<file path="src/rtl/alu_issue_pkg.sv">
// alu_issue_pkg: shared ALU opcodes, RV32I major opcodes, FSM encoding and funct3 decode helper
package alu_issue_pkg;
    localparam logic [3:0] ALU_AND  = 4'b0000;
    localparam logic [3:0] ALU_OR   = 4'b0001;
    localparam logic [3:0] ALU_ADD  = 4'b0010;
    localparam logic [3:0] ALU_SL   = 4'b0100;
    localparam logic [3:0] ALU_XOR  = 4'b0101;
    localparam logic [3:0] ALU_SRL  = 4'b0110;
    localparam logic [3:0] ALU_SRA  = 4'b0111;
    localparam logic [3:0] ALU_SUB  = 4'b1010;
    localparam logic [3:0] ALU_SLT  = 4'b1011;
    localparam logic [3:0] ALU_SLTU = 4'b1111;

    localparam logic [6:0] OPC_R = 7'b0110011;
    localparam logic [6:0] OPC_I = 7'b0010011;
    localparam logic [6:0] OPC_B = 7'b1100011;

    typedef enum logic [1:0] {
        S_IDLE = 2'd0,
        S_EXEC = 2'd1,
        S_RESP = 2'd2
    } state_t;

    function automatic logic [3:0] f3_op(input logic [2:0] f3, input logic alt);
        return f3 == 3'b000 ? (alt ? ALU_SUB : ALU_ADD) :
               f3 == 3'b001 ? ALU_SL :
               f3 == 3'b010 ? ALU_SLT :
               f3 == 3'b011 ? ALU_SLTU :
               f3 == 3'b100 ? ALU_XOR :
               f3 == 3'b101 ? (alt ? ALU_SRA : ALU_SRL) :
               f3 == 3'b110 ? ALU_OR : ALU_AND;
    endfunction
endpackage

</file>
<file path="src/rtl/alu_issue_dec.sv">
// alu_dec: combinational RV32I R/I/branch decode into ALU opcode and operands
// ports: inst, rs1_val, rs2_val in; op, A, B, is_branch, illegal out
module alu_dec
    import alu_issue_pkg::*;
(
    input  logic [31:0] inst,
    input  logic [31:0] rs1_val,
    input  logic [31:0] rs2_val,
    output logic [3:0]  op,
    output logic [31:0] A,
    output logic [31:0] B,
    output logic        is_branch,
    output logic        illegal
);
    logic [6:0] opc, f7;
    logic [2:0] f3;
    logic       is_r, is_i, is_b, shift, f7_ok, alt;

    assign opc   = inst[6:0];
    assign f3    = inst[14:12];
    assign f7    = inst[31:25];
    assign is_r  = opc == OPC_R;
    assign is_i  = opc == OPC_I;
    assign is_b  = opc == OPC_B;
    assign shift = (is_r || is_i) && (f3 == 3'b001 || f3 == 3'b101);
    assign f7_ok = f7 == 7'b0000000 || f7 == 7'b0100000;
    assign alt   = f7 == 7'b0100000;

    // for non-shift I-type, inst[31:25] is immediate, so funct7 rules only bind shifts
    assign illegal = is_r ? (!f7_ok || (alt && f3 != 3'b000 && f3 != 3'b101)) :
                     is_i ? (shift && (!f7_ok || (alt && f3 == 3'b001))) :
                     is_b ? (f3[2:1] == 2'b01) : 1'b1;

    assign op = illegal ? ALU_AND :
                is_b    ? (f3[2:1] == 2'b00 ? ALU_SUB : f3[1] ? ALU_SLTU : ALU_SLT) :
                f3_op(f3, alt && (is_r || shift));

    assign A = illegal ? 32'd0 : rs1_val;
    assign B = illegal ? 32'd0 :
               shift   ? {27'd0, is_r ? rs2_val[4:0] : inst[24:20]} :
               is_i    ? {{20{inst[31]}}, inst[31:20]} : rs2_val;

    assign is_branch = is_b && !illegal;
endmodule

</file>
<file path="src/rtl/alu_issue.sv">
// alu_issue: IDLE/EXEC/RESP issue FSM registering ALU operands and capturing the result
// ports: clk, rst_n; in_valid/in_ready, inst, rs1_val, rs2_val request side;
//        alu_A, alu_B, alu_op to the ALU, alu_result, alu_zero back;
//        out_valid/out_ready, out_result, out_taken, out_illegal response side
module alu_issue
    import alu_issue_pkg::*;
(
    input  logic        clk,
    input  logic        rst_n,
    input  logic        in_valid,
    output logic        in_ready,
    input  logic [31:0] inst,
    input  logic [31:0] rs1_val,
    input  logic [31:0] rs2_val,
    output logic [31:0] alu_A,
    output logic [31:0] alu_B,
    output logic [3:0]  alu_op,
    input  logic [31:0] alu_result,
    input  logic        alu_zero,
    output logic        out_valid,
    input  logic        out_ready,
    output logic [31:0] out_result,
    output logic        out_taken,
    output logic        out_illegal
);
    state_t      state, nxt;
    logic [3:0]  d_op;
    logic [31:0] d_a, d_b;
    logic        d_br, d_ill, br, ill, accept, taken;
    logic [2:0]  br_f3;

    alu_dec u_dec (
        .inst      (inst),
        .rs1_val   (rs1_val),
        .rs2_val   (rs2_val),
        .op        (d_op),
        .A         (d_a),
        .B         (d_b),
        .is_branch (d_br),
        .illegal   (d_ill)
    );

    always_ff @(posedge clk or negedge rst_n)
        if (!rst_n) state <= S_IDLE;
        else        state <= nxt;

    always_comb
        nxt = state == S_IDLE ? (in_valid ? S_EXEC : S_IDLE) :
              state == S_EXEC ? S_RESP :
              (out_ready ? S_IDLE : S_RESP);

    always_comb begin
        in_ready  = state == S_IDLE;
        out_valid = state == S_RESP;
    end

    assign accept = in_valid && in_ready;
    // BEQ/BNE use the zero flag, the others the SLT/SLTU bit; funct3[0] inverts
    assign taken  = (br_f3[2:1] == 2'b00 ? alu_zero : alu_result[0]) ^ br_f3[0];

    always_ff @(posedge clk or negedge rst_n)
        if (!rst_n) begin
            alu_A       <= '0;
            alu_B       <= '0;
            alu_op      <= '0;
            br          <= 1'b0;
            ill         <= 1'b0;
            br_f3       <= '0;
            out_result  <= '0;
            out_taken   <= 1'b0;
            out_illegal <= 1'b0;
        end else if (accept) begin
            alu_A <= d_a;
            alu_B <= d_b;
            alu_op <= d_op;
            br    <= d_br;
            ill   <= d_ill;
            br_f3 <= inst[14:12];
        end else if (state == S_EXEC) begin
            out_result  <= ill ? 32'd0 : alu_result;
            out_taken   <= br && taken;
            out_illegal <= ill;
        end
endmodule
</file>
<file path="config.mk">
export PLATFORM = sky130hd
export DESIGN_NAME = alu_issue
export DESIGN_NICKNAME = d
export VERILOG_FILES = /design/src/rtl/alu_issue_pkg.sv /design/src/rtl/alu_issue_dec.sv /design/src/rtl/alu_issue.sv
export SDC_FILE = /design/constraint.sdc
export NUM_CORES = 1
export LEC_CHECK = 0
export CAP_MARGIN = 10
export CORE_ASPECT_RATIO = 1.25
export CORE_MARGIN = 2
export CORE_UTILIZATION = 43
export DETAILED_ROUTE_END_ITERATION = 10
export GPL_TIMING_DRIVEN = 0
export PLACE_DENSITY = 0.9
export SYNTH_ARGS = -nofsm -noshare
export SYNTH_HDL_FRONTEND = slang
export SYNTH_SLANG_ARGS = --single-unit
</file>
<file path="constraint.sdc">
create_clock -name clk -period 4.3 [get_ports clk]
set_clock_uncertainty 0.1 [all_clocks]
set_input_delay 0.43 -clock clk [delete_from_list [all_inputs] [get_ports clk]]
set_output_delay 0.43 -clock clk [all_outputs]
set_load 0.005 [all_outputs]
</file>
# [Yosys cells after proc, flatten, opt, wreduce, memory -nomap -nowiden]
# Cells that the tools add are included.
[word_totals] word_cells=77 out_inout_bits=104 inputBits=133 reg_bits=109
[op_classes] n_bitwise=2 n_eq_ne=14 reduce_logical=24 mux=27
[ops] cell="$mux 32" n=5
[ops] cell="$mux 4" n=10
[ops] cell="$eq 7x6->1 const B" n=2
[ops] cell="$eq 3x3->1 const B" n=3
[ops] cell="$logic_and 1x1->1" n=9
[ops] cell="$eq 7x5->1 const B" n=1
[ops] cell="$eq 7x7->1 const B" n=1
[ops] cell="$logic_not 7->1" n=1
[ops] cell="$mux 1" n=7
[ops] cell="$eq 3x2->1 const B" n=2
[ops] cell="$logic_not 2->1" n=3
[ops] cell="$logic_or 1x1->1" n=6
[ops] cell="$mux 2" n=3
[ops] cell="$mux 5" n=1
[ops] cell="$eq 2x1->1 const B" n=2
[ops] cell="$eq 3x1->1 const B" n=1
[ops] cell="$logic_not 3->1" n=1
[ops] cell="$mux 3" n=1
[ops] cell="$ne 3x3->1 const B" n=1
[ops] cell="$reduce_bool 3->1" n=1
[ops] cell="$eq 2x2->1 const B" n=1
[ops] cell="$logic_not 1->1" n=2
[ops] cell="$reduce_and 2->1" n=1
[ops] cell="$not 1->1" n=1
[ops] cell="$xor 1x1->1" n=1

# [Depth between registers and ports, before layout]
# Gate-level depths: netlist of run 1.
[depth] depth_word=14 mapped_depth=8 depth_no_buf=5

# [Cells and area by module]
# From an unflattened synthesis of run 1, not the netlist that was laid out.
[unflattened] hier_cells=468 hier_area_um2=5426.5
[by_module_without_submodules] mod="alu_issue" cells_per_inst=309 area_per_inst_um2=4241.6 seq_area_each_um2=2727.6 instances=1
[by_module_without_submodules] mod="alu_dec" cells_per_inst=159 area_per_inst_um2=1184.9 seq_area_each_um2=0.0 instances=1

# [Least setup slack after synthesis of run 1]
# OpenSTA, ideal clock, no wires.
[synth_path] path_type="input to register" start="in inst[2]" end="reg alu_A[10]" n_path_buf=2 t_arrival_ns=1.727 path_slack_ns=2.352 path_stages=7 t_required_ns=4.079 cell_sequence="nand4bb_1 -> nor4_1 -> a2111oi_1 -> or2_1 -> buf_6 -> buf_12 -> a22o_1"
[synth_via] elab_chain_len=7
[synth_lines] item="start: declaration" line="alu_issue.sv:12" rtl="input logic [31:0] inst,"
[synth_lines] item="$eq 7x6->1 / $eq 7x5->1 (equally long branches)" line="alu_issue_dec.sv:22, alu_issue_dec.sv:23"
[synth_lines] item="$logic_or 1x1->1" line="alu_issue_dec.sv:25" rtl="assign shift = (is_r || is_i) && (f3 == 3'b001 || f3 == 3'b101);"
[synth_lines] item="$logic_and 1x1->1" line="alu_issue_dec.sv:25"
[synth_lines] item="$logic_and 1x1->1" line="alu_issue_dec.sv:31" rtl="is_i ? (shift && (!f7_ok || (alt && f3 == 3'b001))) :"
[synth_lines] item="$mux 1" line="alu_issue_dec.sv:31"
[synth_lines] item="$mux 1 (*)" line="alu_issue_dec.sv:30" rtl="assign illegal = is_r ? (!f7_ok || (alt && f3 != 3'b000 && f3 != 3'b101)) :"
[synth_lines] item="$mux 32 (*)" line="alu_issue_dec.sv:38" rtl="assign A = illegal ? 32'd0 : rs1_val;"
[synth_lines] item="end signal: assignment" line="alu_issue.sv:63" rtl="alu_A <= '0;"
[synth_lines] item="end signal: assignment" line="alu_issue.sv:73" rtl="alu_A <= d_a;"
[synth_lines] item="end: declaration" line="alu_issue.sv:15" rtl="output logic [31:0] alu_A,"
# Mark *: on every way between the ends. The rest lies on a longest branch, timed or not.
# A chain may end at the register's enable or synchronous reset.

# [Worst setup path after layout of run 1]
[layout_path] start="in inst[2]" end="reg alu_B[16]"
[layout_via] elab_chain_len=7
[layout_lines] item="$eq 7x6->1 / $eq 7x5->1 (equally long branches)" line="alu_issue_dec.sv:22, alu_issue_dec.sv:23"
[layout_lines] item="$logic_or 1x1->1" line="alu_issue_dec.sv:25"
[layout_lines] item="$logic_and 1x1->1" line="alu_issue_dec.sv:25"
[layout_lines] item="$logic_and 1x1->1" line="alu_issue_dec.sv:31"
[layout_lines] item="$mux 1" line="alu_issue_dec.sv:31"
[layout_lines] item="$mux 1" line="alu_issue_dec.sv:30"
[layout_lines] item="$mux 32 (*)" line="alu_issue_dec.sv:39" rtl="assign B = illegal ? 32'd0 :"
[layout_lines] item="end signal: assignment" line="alu_issue.sv:64" rtl="alu_B <= '0;"
[layout_lines] item="end signal: assignment" line="alu_issue.sv:74" rtl="alu_B <= d_b;"
[layout_lines] item="end: declaration" line="alu_issue.sv:16" rtl="output logic [31:0] alu_B,"
# Marks and branches as above.

==> results of run 1 <==
where the power goes:
part | internal [mW] | switching (mW)
logic | 0.562 | 0.427
registers | 1.21 | 0.107
clock network | 0.411 | 0.366
total | 2.19 | 0.899
kinds of logic after synthesis:
| family | share of synthesized area |
|---|---|
| and+or+nand+nor | 0.149 |
| buffers and inverters | 0.0436 |
| DFF | 0.587 |
| muxes | 0.0374 |
| xor gates and xnor gates | 0.00565 |
| AOI/OAI and AO/OA | 0.178 |
layer usage:
metal,share of wire,up-vias,GRT usage
met5,0,-,0
met2,0.51,204,0.408
li1,-,1972,-
met1,0.38,1988,0.277
met3,0.085,27,0.0630
met4,0.022,0,0.0827
placed cells by master, fill, tap and decap left out, types with 5 or more instances in the layout:
cell / Yosys / layout
a21oi_1: 22 / 22
a22o_1: 34 / 34
clkbuf_1: 20 / 21
clkbuf_16: 0 / 9
clkdlybuf4s50_1: 0 / 224
dfrtp_1: 109 / 109
mux2i_1: 14 / 14
nand2_1: 75 / 75
nand2b_1: 37 / 37
nor2_1: 5 / 5
o21ai_0: 53 / 53
o21ai_1: 20 / 20
worst reg2reg max path, cell delays in order, from the launching register on:
cell,delay (ns)
dfrtp_1,0.41
nor2_1,0.19
nand2_1,0.30
a2111oi_1,0.50
or2_1,0.18
buf_6,0.16
buf_12,0.13
a22o_1,0.15
state kept, by name, indices dropped and copies added (netlist names):
register,flops
alu_A,32
alu_B,32
out_result,32
alu_op,4
br_f3,3
state,2
br,1
ill,1
out_illegal,1
out_taken,1
worst paths after layout:
kind	startpoint	end	slack (ns)	cells after the start
min in group clk	out_taken	out_taken	0.38	2
worst min register to register	out_taken	out_taken	0.38	2
worst min-delay path	rst_n	out_result[5]	0.06	1
max in group asynchronous	rst_n	alu_op[0]	3.33	2
worst max register to register	state[1]	alu_A[9]	2.12	7
worst max-delay path	inst[2]	alu_B[16]	2.00	8
synth_stat cells, drive strengths merged (2+ instances only):
| master | instances | area, um^2 |
|---|---|---|
| a21oi | 22 | 110 |
| a22o | 34 | 298 |
| and4bb | 2 | 25.0 |
| buf | 11 | 116 |
| clkbuf | 20 | 75.1 |
| dfrtp | 109 | 2730 |
| inv | 3 | 11.3 |
| mux2 | 3 | 33.8 |
| mux2i | 14 | 140 |
| nand2 | 75 | 282 |
| nand2b | 38 | 240 |
| nand3 | 2 | 10.0 |
| nor2 | 6 | 30.0 |
| nor4 | 2 | 27.5 |
| o21ai | 73 | 365 |
| xnor2 | 2 | 17.5 |
area by class of cell:
cell class / instances / area share
Sequential cell: 109 / 0.370
Timing Repair Buffer: 226 / 0.309
Multi-Input combinational cell: 289 / 0.233
Clock buffer: 11 / 0.0329
Buffer: 31 / 0.0260
Tap cell: 132 / 0.0224
Clock inverter: 5 / 0.00475
Inverter: 3 / 0.00153
==> flow_summary.ini, run 1 <==
[final_layout]
fin_cells = 806
n_fill_cell = 769
drive_above_1_share = 0.0504
antenna_cells = 0
nets = 802
post-route-util = 0.698
multiInputGateArea_um2 = 1720
area_delta_synth_final_pct = 58.5
final_area_um2 = 7370
seq_area_um2 = 2730

[die]
top_level_ports = 237
die_area_um2 = 11700
start_util = 0.440
rows = 42
chipWidth_um = 97.0
chipHeight_um = 120
core_area_um2 = 10600

[place]
portBuffers = 225
placed_area_um2 = 7090
gp_congestion = 0.867
dp_hpwl_mm = 10.6
dpl.cell_count = 790
pre_cts_ws_ns = 1.68

[pwr]
power_mw = 3.09
p_per_area_nw_per_um2 = 419
p_leak_nw = 3.20
peakVddDrop_mv = 0.197

[cts]
cts_buffers = 9
cts_root_buffer = clkbuf_16
clk_path_buf_depth = 2
post_cts_buffers = 0
cts_tree = yes
htree_levels = 3
clk-insertion-delay-late_ns = 0.33
post_cts_resized = 0
clk_pin_slew_ns = 0.07
cts_hold_buf = 0
cts.sinks = 109

[setup_path]
worst-path-buf-inv = 3
crit_family = buffers and inverters
cp.arrival_ns = 2.46
startpoint_type = input port
crit_required_ns = 4.46
crit_path_max_incr_delay_ns = 0.41
worstPathMaxFanout = 10
cp_slowest_cell = clkdlybuf4s50_1
path_cells = clkdlybuf4s50_1 > nand4bb_1 > or3_1 > buf_2 > nor2_4 > buf_1 > a21oi_1 > o21ai_1
path_class = in -> reg
end_kind = flop

[synthesis]
yosys_warnings = 0
yosysSeqAreaShare = 0.587
synth.cell_area_um2 = 4650
synthArstFlopShare = 1.00
synthDistinctLibCells = 40
netlist_instances = 432
avgSynthCellArea_um2 = 10.8
syn-num-nets = 565
synth-seq-cells = 109
ys.flop_type = dfrtp_1
synth_edf_count = 0

[detailed_routing]
avgViaCountPerCell = 5.20
drt_iter0_drc = 198
firstDrtPassIters = 4
route.detailed.drc = 0
ant_nets = 0
vias = 4191
wirelength_mm = 13.5
wl_per_cell_um = 16.8

[global_route]
grt_start_max_net_pins = 58
grt_pass1_wl_mm = 22.0
grt_use_total = 0.233
first_global_vias = 4383
grt_antenna_before_repair = 0
gr-total-overflow = 0

[timing]
setup_viol = 0
fin_crit_sh = 0.535
tightest_slew_ns = 0.740
min_period_ns = 2.30
finalWorstSetupSlack_ns = 2.00
slew_headroom = 0.507
hold_ws_ns = 0.0580
hold_viol = 0
rsz0062_at_grt = false
tns_ns = 0
max_freq_mhz = 435
maxSlewViolCount = 0

[outcome]
outcome = finished clean

[job]
cap_violations = 0

[hold_path]
holdCritPathClass = in -> async
(Power assumes the default switching activity.)
==> run 2: changes to the inputs <==
--- a/config.mk
+++ b/config.mk
@@ -8,10 +8,10 @@
 export CAP_MARGIN = 10
 export CORE_ASPECT_RATIO = 1.25
 export CORE_MARGIN = 2
-export CORE_UTILIZATION = 43
+export CORE_UTILIZATION = 36
 export DETAILED_ROUTE_END_ITERATION = 10
 export GPL_TIMING_DRIVEN = 0
-export PLACE_DENSITY = 0.9
+export PLACE_DENSITY = 0.8
 export SYNTH_ARGS = -nofsm -noshare
 export SYNTH_HDL_FRONTEND = slang
 export SYNTH_SLANG_ARGS = --single-unit
==> constraint.sdc (replaced) <==
create_clock -name clk -period 2.04 [get_ports clk]
set_clock_uncertainty 0.1 [all_clocks]
set_input_delay 0.204 -clock clk [delete_from_list [all_inputs] [get_ports clk]]
set_output_delay 0.204 -clock clk [all_outputs]
set_load 0.005 [all_outputs]
==> run 2 against run 1 <==
Against the previous run:
- worst hold slack gained 0.10 ns
- sequential share of layout area fell by 1.1 points
- utilization decreased by 9.8 points
- largest cell class unchanged
- wire length rose by 1.3%
- first-iteration DRC count down 26%
- count of clock-buffer cells in the layout shrank 2
- register-to-register slack got worse by 1.9 ns
- combinational power grew 110%
==> flow_summary.ini, run 2 (synthesis results as in run 1) <==
[timing]
tns_ns = 0
hold_viol = 0
finalWorstSetupSlack_ns = 0.0882
slew_headroom = 0.638
max_freq_mhz = 512
rsz0062_at_grt = false
maxSlewViolCount = 0
fin_crit_sh = 0.957
min_period_ns = 1.95
setup_viol = 0
tightest_slew_ns = 0.542

[global_route]
first_global_vias = 4221
grt_use_total = 0.196
grt_pass1_wl_mm = 21.5
grt_start_max_net_pins = 71
grt_antenna_before_repair = 0
gr-total-overflow = 0

[pwr]
peakVddDrop_mv = 0.598
power_mw = 6.77
p_per_area_nw_per_um2 = 893
p_leak_nw = 3.33

[outcome]
outcome = finished clean

[die]
core_area_um2 = 12700
chipHeight_um = 131
die_area_um2 = 13800
start_util = 0.367
top_level_ports = 237
rows = 46
chipWidth_um = 106

[detailed_routing]
wl_met1_mm = 5.44
ant_nets = 0
top_layer = met4
firstDrtPassIters = 6
route.detailed.drc = 0
vias = 4163
wl_met3_um = 964
wl_per_cell_um = 16.2
route.met2.wl_mm = 6.97
wirelength_mm = 13.7
drt_iter0_drc = 147
avgViaCountPerCell = 4.93

[setup_path]
timing.rr.end = alu_A[9]
worst-path-buf-inv = 3
startpoint_type = input port
rrSetupSlack_ns = 0.18
crit_family = buffers and inverters
path_cells = clkdlybuf4s50_1 > and3b_1 > a2bb2oi_1 > a2111oi_4 > or2_1 > buf_6 > buf_12 > a22o_1
cp_slowest_cell = clkdlybuf4s50_1
worstPathMaxFanout = 10
r2r-start = state[0]
r2r_cells = 7
cp.arrival_ns = 2.08
path_class = in -> reg
end_kind = flop
crit_required_ns = 2.17
crit_path_max_incr_delay_ns = 0.54

[place]
dp_hpwl_mm = 10.5
gp_congestion = 0.821
dpl.cell_count = 826
portBuffers = 225
pre_cts_ws_ns = -0.442
placed_area_um2 = 7140

[final_layout]
multiInputGateArea_um2 = 1800
area_delta_synth_final_pct = 63.2
layout_common_cells = clkdlybuf4s50_1 (217), dfrtp_1 (109), nand2_1 (74), o21ai_0 (53), nand2b_1 (37)
fin_cells = 845
biggestRegsByFlops = alu_A: 32 flops, alu_B: 32 flops, out_result: 32 flops
n_fill_cell = 1056
final_area_um2 = 7590
drive_above_1_share = 0.0724
layout_commonest_cell = clkdlybuf4s50_1
nets = 805
seq_area_um2 = 2730
antenna_cells = 0

[hold_path]
hp-start = inst[29]
holdPathEnd = alu_B[9]
min_path_cells = 3
holdCritPathClass = in -> reg

[cts]
clk-insertion-delay-late_ns = 0.34
htree_levels = 3
clk_path_buf_depth = 2
cts_tree = yes
cts.sinks = 109
cts_root_buffer = clkbuf_16
clk_pin_slew_ns = 0.07
cts_buffers = 9

[job]
cap_violations = 0
run 2: changes by cell type in the layout (fill, tap and decap cells not counted), moves of 2 or more:
cell             change
clkdlybuf4s50_1      -7
dlymetal6s2s_1       +7
clkbuf_1             -3
clkbuf_2             +3
buf_1                -2
buf_4                +2
bufinv_16            +2
run 2: timing repair:
item                       CTS  global route
setup buffers                0             2
pin swaps                    0             7
setup endpoints to repair   62            59
hold endpoints to repair    39             0
gates resized for setup     10            16
hold buffers                 1             0
run 2: stage by stage:
step | hold slack, ns | utilization
after floorplan | -0.192 | -
after global placement | 0.363 | 0.562
after detailed placement | 0.119 | 0.564
after CTS | 0.146 | 0.595
after global routing | 0.179 | 0.599
final | 0.158 | 0.599
run 2: final cells by class:
cell class	instances	area share
Sequential cell	109	0.359
Timing Repair Buffer	229	0.306
Multi-Input combinational cell	289	0.237
Clock buffer	9	0.0297
Tap cell	168	0.0277
Buffer	31	0.0259
Clock inverter	7	0.0130
Inverter	3	0.00148
run 2: worst register-to-register path, delay by kind of cell, from the launching register on:
| family | cells | cell delay, ns |
|---|---|---|
| buffers and inverters | 2 | 0.30 |
| and+or+nand+nor | 3 | 0.46 |
| AOI/OAI and AO/OA | 2 | 0.52 |
| DFF | 1 | 0.42 |
run 2: how the worst max path moves through the flow:
stage               startpoint         to  depth (start not counted)
global route           inst[5]  alu_A[22]                          8
detailed placement    inst[31]  alu_A[22]                          8
CTS                    inst[2]  alu_B[18]                          8
floorplan             state[0]  alu_A[10]                          7
finish                 inst[5]   alu_A[9]                          8
global placement         rst_n  alu_B[24]                          1
run 2: power by group:
part	switching, mW	internal [mW]	leakage [nW]
combinational	0.899	1.20	1.70
clock	0.797	1.08	0.156
sequential	0.237	2.56	1.48
run 2: layer usage:
metal,vias to the layer above,GRT usage
met4,0,0.0820
met1,2006,0.233
li1,1977,-
met2,155,0.339
met5,-,0
met3,25,0.0499
